### src/rtl/pipe_hazard_ctrl_pkg.sv
// Shared encodings for the pipeline hazard controller.
package pipe_hazard_ctrl_pkg;

  // FSM state encoding
  typedef logic [1:0] state_t;
  localparam state_t INIT     = 2'd0;
  localparam state_t RUN      = 2'd1;
  localparam state_t MEM_WAIT = 2'd2;

  // x0 is hardwired zero, so it never creates a true dependency
  localparam logic [4:0] REG_ZERO = 5'd0;

endpackage

### src/rtl/pipe_hazard_ctrl_sat_counter.sv
// Event counter that sticks at all-ones instead of wrapping.
module sat_counter #(
  parameter int W = 32
) (
  input  logic         clk,
  input  logic         arst_n,
  input  logic         inc,
  output logic [W-1:0] cnt
);

  logic sat;
  assign sat = &cnt;

  // Count one per qualifying cycle; hold once saturated
  always_ff @(posedge clk or negedge arst_n) begin
    if (!arst_n)         cnt <= '0;
    else if (inc && !sat) cnt <= cnt + W'(1);
  end

endmodule

### src/rtl/pipe_hazard_ctrl.sv
// Pipeline hazard controller: memory-wait stall, redirect flush, load-use
// bubble, with saturating stall/flush event counters.
module pipe_hazard_ctrl
  import pipe_hazard_ctrl_pkg::*;
#(
  parameter int CNT_W = 32
) (
  input  logic             clk,
  input  logic             arst_n,
  input  logic [4:0]       id_rs1,
  input  logic [4:0]       id_rs2,
  input  logic [4:0]       ex_rd,
  input  logic             ex_memread,
  input  logic             mem_redirect,
  input  logic             dmem_req,
  input  logic             dmem_ack,
  output logic             en_pc,
  output logic             en_if_id,
  output logic             en_id_ex,
  output logic             en_ex_mem,
  output logic             en_mem_wb,
  output logic             flush_if_id,
  output logic             flush_id_ex,
  output logic             flush_ex_mem,
  output logic [CNT_W-1:0] stall_cnt,
  output logic [CNT_W-1:0] flush_cnt
);

  state_t     state, state_nxt;
  logic [4:0] en;   // {pc, if_id, id_ex, ex_mem, mem_wb}
  logic [2:0] fl;   // {if_id, id_ex, ex_mem}
  logic       load_use, mem_wait, active;
  logic       stall_inc, flush_inc;

  assign load_use = ex_memread && (ex_rd != REG_ZERO) &&
                    ((ex_rd == id_rs1) || (ex_rd == id_rs2));

  assign active   = (state == RUN) || (state == MEM_WAIT);

  // An ack in the same cycle as the request (or ending a wait) frees the pipe
  assign mem_wait = active && !dmem_ack &&
                    ((state == MEM_WAIT) || dmem_req);

  // Hazard resolution, priority memory wait > redirect > load-use
  always_comb begin
    en        = '1;
    fl        = '0;
    state_nxt = state;
    flush_inc = 1'b0;
    if (!active) begin
      fl        = '1;
      state_nxt = RUN;
    end else if (mem_wait) begin
      en        = '0;
      state_nxt = MEM_WAIT;
    end else if (mem_redirect) begin
      fl        = '1;
      flush_inc = 1'b1;
      state_nxt = RUN;
    end else if (load_use) begin
      en        = 5'b00111;
      fl        = 3'b010;
      state_nxt = RUN;
    end else begin
      state_nxt = RUN;
    end
  end

  assign stall_inc = active && !en[4];

  assign {en_pc, en_if_id, en_id_ex, en_ex_mem, en_mem_wb} = en;
  assign {flush_if_id, flush_id_ex, flush_ex_mem}          = fl;

  // State register; reset abandons any outstanding memory wait
  always_ff @(posedge clk or negedge arst_n) begin
    if (!arst_n) state <= INIT;
    else         state <= state_nxt;
  end

  sat_counter #(.W(CNT_W)) u_stall_cnt (
    .clk    (clk),
    .arst_n (arst_n),
    .inc    (stall_inc),
    .cnt    (stall_cnt)
  );

  sat_counter #(.W(CNT_W)) u_flush_cnt (
    .clk    (clk),
    .arst_n (arst_n),
    .inc    (flush_inc),
    .cnt    (flush_cnt)
  );

endmodule
### config.mk
export PLATFORM = sky130hd
export DESIGN_NAME = pipe_hazard_ctrl
export DESIGN_NICKNAME = d
export VERILOG_FILES = /design/src/rtl/pipe_hazard_ctrl_pkg.sv /design/src/rtl/pipe_hazard_ctrl_sat_counter.sv /design/src/rtl/pipe_hazard_ctrl.sv
export SDC_FILE = /design/constraint.sdc
export NUM_CORES = 1
export LEC_CHECK = 0
export BUFFER_PORTS_ARGS = -buffer_cell sky130_fd_sc_hd__buf_2
export CORE_UTILIZATION = 28
export DETAILED_ROUTE_END_ITERATION = 10
export SYNTH_ARGS = -nofsm -noshare
export SYNTH_HDL_FRONTEND = slang
export SYNTH_SLANG_ARGS = --single-unit
### constraint.sdc
create_clock -name clk -period 2.8 [get_ports clk]
set_clock_uncertainty 0.05 [all_clocks]
set_input_delay 0.28 -clock clk [delete_from_list [all_inputs] [get_ports clk]]
set_output_delay 0.28 -clock clk [all_outputs]
set_load 0.01 [all_outputs]
==> flow_summary.json <==
{
  "status": "finished with violations",
  "violations": "DRC, hold timing",
  "maxSlewHeadroom_pct": 46.8,
  "core_mm2": 0.0116,
  "clk_latency_ns": 0.33,
  "grt_overflow_total": 0,
  "htree_levels": 3,
  "worstSetupEndpointType": "output pin",
  "hp-class": "input port to async pin",
  "tritoncts": "done",
  "grt.busiest_layer": "met2",
  "drcViolationCount": 6,
  "synthesis.area_mm2": 0.00336,
  "ir_worst_vdd_v": 0.000368,
  "slew_violations": 0,
  "grt.met2_usage_pct": 20.8,
  "floorplan.initialDensity_pct": 29.1,
  "wl_um": 7770,
  "synth_nets": 340,
  "seq_area_frac_synth_pct": 49.1,
  "clock_sinks": 66,
  "rsz0062_at_grt": "false",
  "drv_cap": 0,
  "pwr_density_cell_mw_per_mm2": 595,
  "detail-route-antenna-nets": 0,
  "async_flop_share_pct": 100,
  "die-height_um": 112,
  "die_w_um": 112,
  "clockRootBuffer": "clkbuf_16",
  "period_share_pct": 90.1,
  "final_core_util_pct": 36.8,
  "antenna_found_initial": 0,
  "cts_resized": 0,
  "dpl.hpwl_um": 5880,
  "drive_gt1_share_pct": 30.1,
  "firstDrtPassIters": 7,
  "synth_cell_type_count": 44,
  "critical_path.max_fanout": 9,
  "crit_required_ns": 2.47,
  "areaGrowthSynthToFinish_pct": 26.7,
  "synth_warnings": 0,
  "gp_congestion": 0.798,
  "setup_slack_ns": 0.278,
  "start_kind": "flip-flop",
  "tightest_slew_ns": 0.798,
  "drt_iter0_markers": 100,
  "cp.arrival_ns": 2.19,
  "setup_viol": 0,
  "r2r_slack_ns": 0.44,
  "first_global_vias": 2660,
  "rr_worst_depth": 6,
  "met3_usage_pct": 4.74,
  "finalNetCount": 441,
  "path_clk_slew_ns": 0.05,
  "via_per_inst": 4.69,
  "r2r-end": "u_flush_cnt.cnt[4]$_DFFE_PN0P_",
  "r2r-start": "u_flush_cnt.cnt[10]$_DFFE_PN0P_",
  "vias": 2649,
  "ioPinCount": 93,
  "grt_max_degree": 37,
  "row_count": 39,
  "ctsLongestPathBuffers": 2,
  "netlist_instances": 316,
  "wl_per_cell_um": 13.7,
  "cts-hold-fix-buffers": 0,
  "gr-usage-met1_pct": 16.9,
  "period_minus_slack_ns": 2.52,
  "criticalPathCategory": "flip-flop to output pin",
  "grt_pass1_wl_um": 13000,
  "diodes": 0,
  "synth_edf_count": 0,
  "startpoint": "state[0]$_DFF_PN0_",
  "placed_cells": 549,
  "hold_slack_ns": -0.0207,
  "track_usage_pct": 13.3,
  "syn_area_per_cell_um2": 10.6,
  "io_buffers": 92,
  "cts_setup_buffers": 0,
  "p_leak_nw": 2.12,
  "fin_cells": 565,
  "synth_flop_cell": "dfrtp_1",
  "setup_tns_ns": 0,
  "pre_cts_ws_ns": 0.375,
  "cts_buffers": 9,
  "final-hold-violation-count": 14,
  "die_area_mm2": 0.0124,
  "ys_seq_elements": 66,
  "clock.fmax_mhz": 397
}
-- registers in the layout (all words and copies together), names as in the netlist --
register	count
u_flush_cnt.cnt	32
u_stall_cnt.cnt	32
state	2
-- kinds of logic (layout without fill, tap and decap cells) --
logic type	count (synthesis)	in the layout	share of synthesized area, %
mux	2	2	0.670
buf+inv	16	122	2.23
fa+ha+maj	3	3	1.12
xor+xnor	72	72	18.8
flops	66	66	49.1
simple gates	145	145	24.3
compound gates	12	12	3.80
-- synthesized netlist by cell type (all sizes together), types with 2 or more instances --
cell type / count / area (um2)
or2: 3 / 18.8
and4: 6 / 52.6
buf: 5 / 33.8
nand3: 28 / 140
nor4: 3 / 33.8
dfrtp: 66 / 1650
o21a: 2 / 15.0
mux2: 2 / 22.5
inv: 9 / 33.8
or4b: 2 / 23.8
xnor2: 45 / 394
and2: 7 / 45.1
nand4: 17 / 113
and3: 14 / 91.3
ha: 3 / 37.5
o2111ai: 2 / 35.0
nand2: 25 / 93.8
nor3: 15 / 86.3
xor2: 27 / 236
nor2: 20 / 75.1
-- layout make-up --
class,count,area (um2)
clock buffer,13,250
fill,1133,7310
sequential,66,1650
timing repair buffer,96,490
inverter,10,37.5
multi-input combinational,234,1640
clock inverter,3,15.0
tap,143,179
-- power breakdown --
part           switching [mW]  total (mW)  leakage [nW]  internal [mW]
Combinational           0.218       0.386          1.11          0.168
Sequential              0.104        1.14         0.868           1.04
Clock                   0.392        1.01         0.133          0.618
-- worst max-delay path by stage --
stage	to	slack [ns]
after global placement	u_stall_cnt.cnt[28]$_DFFE_PN0P_	0.44
after floorplan	u_flush_cnt.cnt[4]$_DFFE_PN0P_	0.52
after CTS	en_if_id	0.19
after global routing	en_if_id	0.003
after detailed placement	u_stall_cnt.cnt[28]$_DFFE_PN0P_	0.37
final	en_if_id	0.28
-- through the flow --
step,total power [mW],instance area [um2]
2_1_floorplan,1.36,3360
3_3_place_gp,1.54,3990
3_5_place_dp,1.55,3990
4_1_cts,2.57,4260
5_1_grt,2.66,4260
6_report,2.54,4260
-- worst max-delay path, stage by stage (launching register included) --
cell	delay [ns]
dfrtp_1	0.36
inv_1	0.06
ha_1	0.14
o21bai_1	0.11
a21oi_1	0.35
a31o_2	0.32
clkinv_1	0.28
buf_2	0.24
-- cells in the final DEF (no fill, tap or decap), drive strengths merged, types with 3 or more instances in the layout --
master / synthesis / final
or2: 3 / 3
nand2: 25 / 25
nor4: 3 / 3
buf: 5 / 96
and4: 6 / 6
nand4: 17 / 17
clkbuf: 1 / 13
nand3: 28 / 28
and3: 14 / 14
and2: 7 / 7
inv: 9 / 9
nor2: 20 / 20
ha: 3 / 3
xnor2: 45 / 45
xor2: 27 / 27
clkinv: 1 / 4
nor3: 15 / 15
dfrtp: 66 / 66
-- routing by layer --
layer / routed length, um / share of wire [%] / up-vias
met5: 0 / 0 / -
met4: 111 / 1.4 / 0
met3: 590 / 7.6 / 11
met2: 3580 / 46 / 73
met1: 3480 / 45 / 1268
li1: - / - / 1297
No activity file was read; power rests on OpenSTA's default activity.
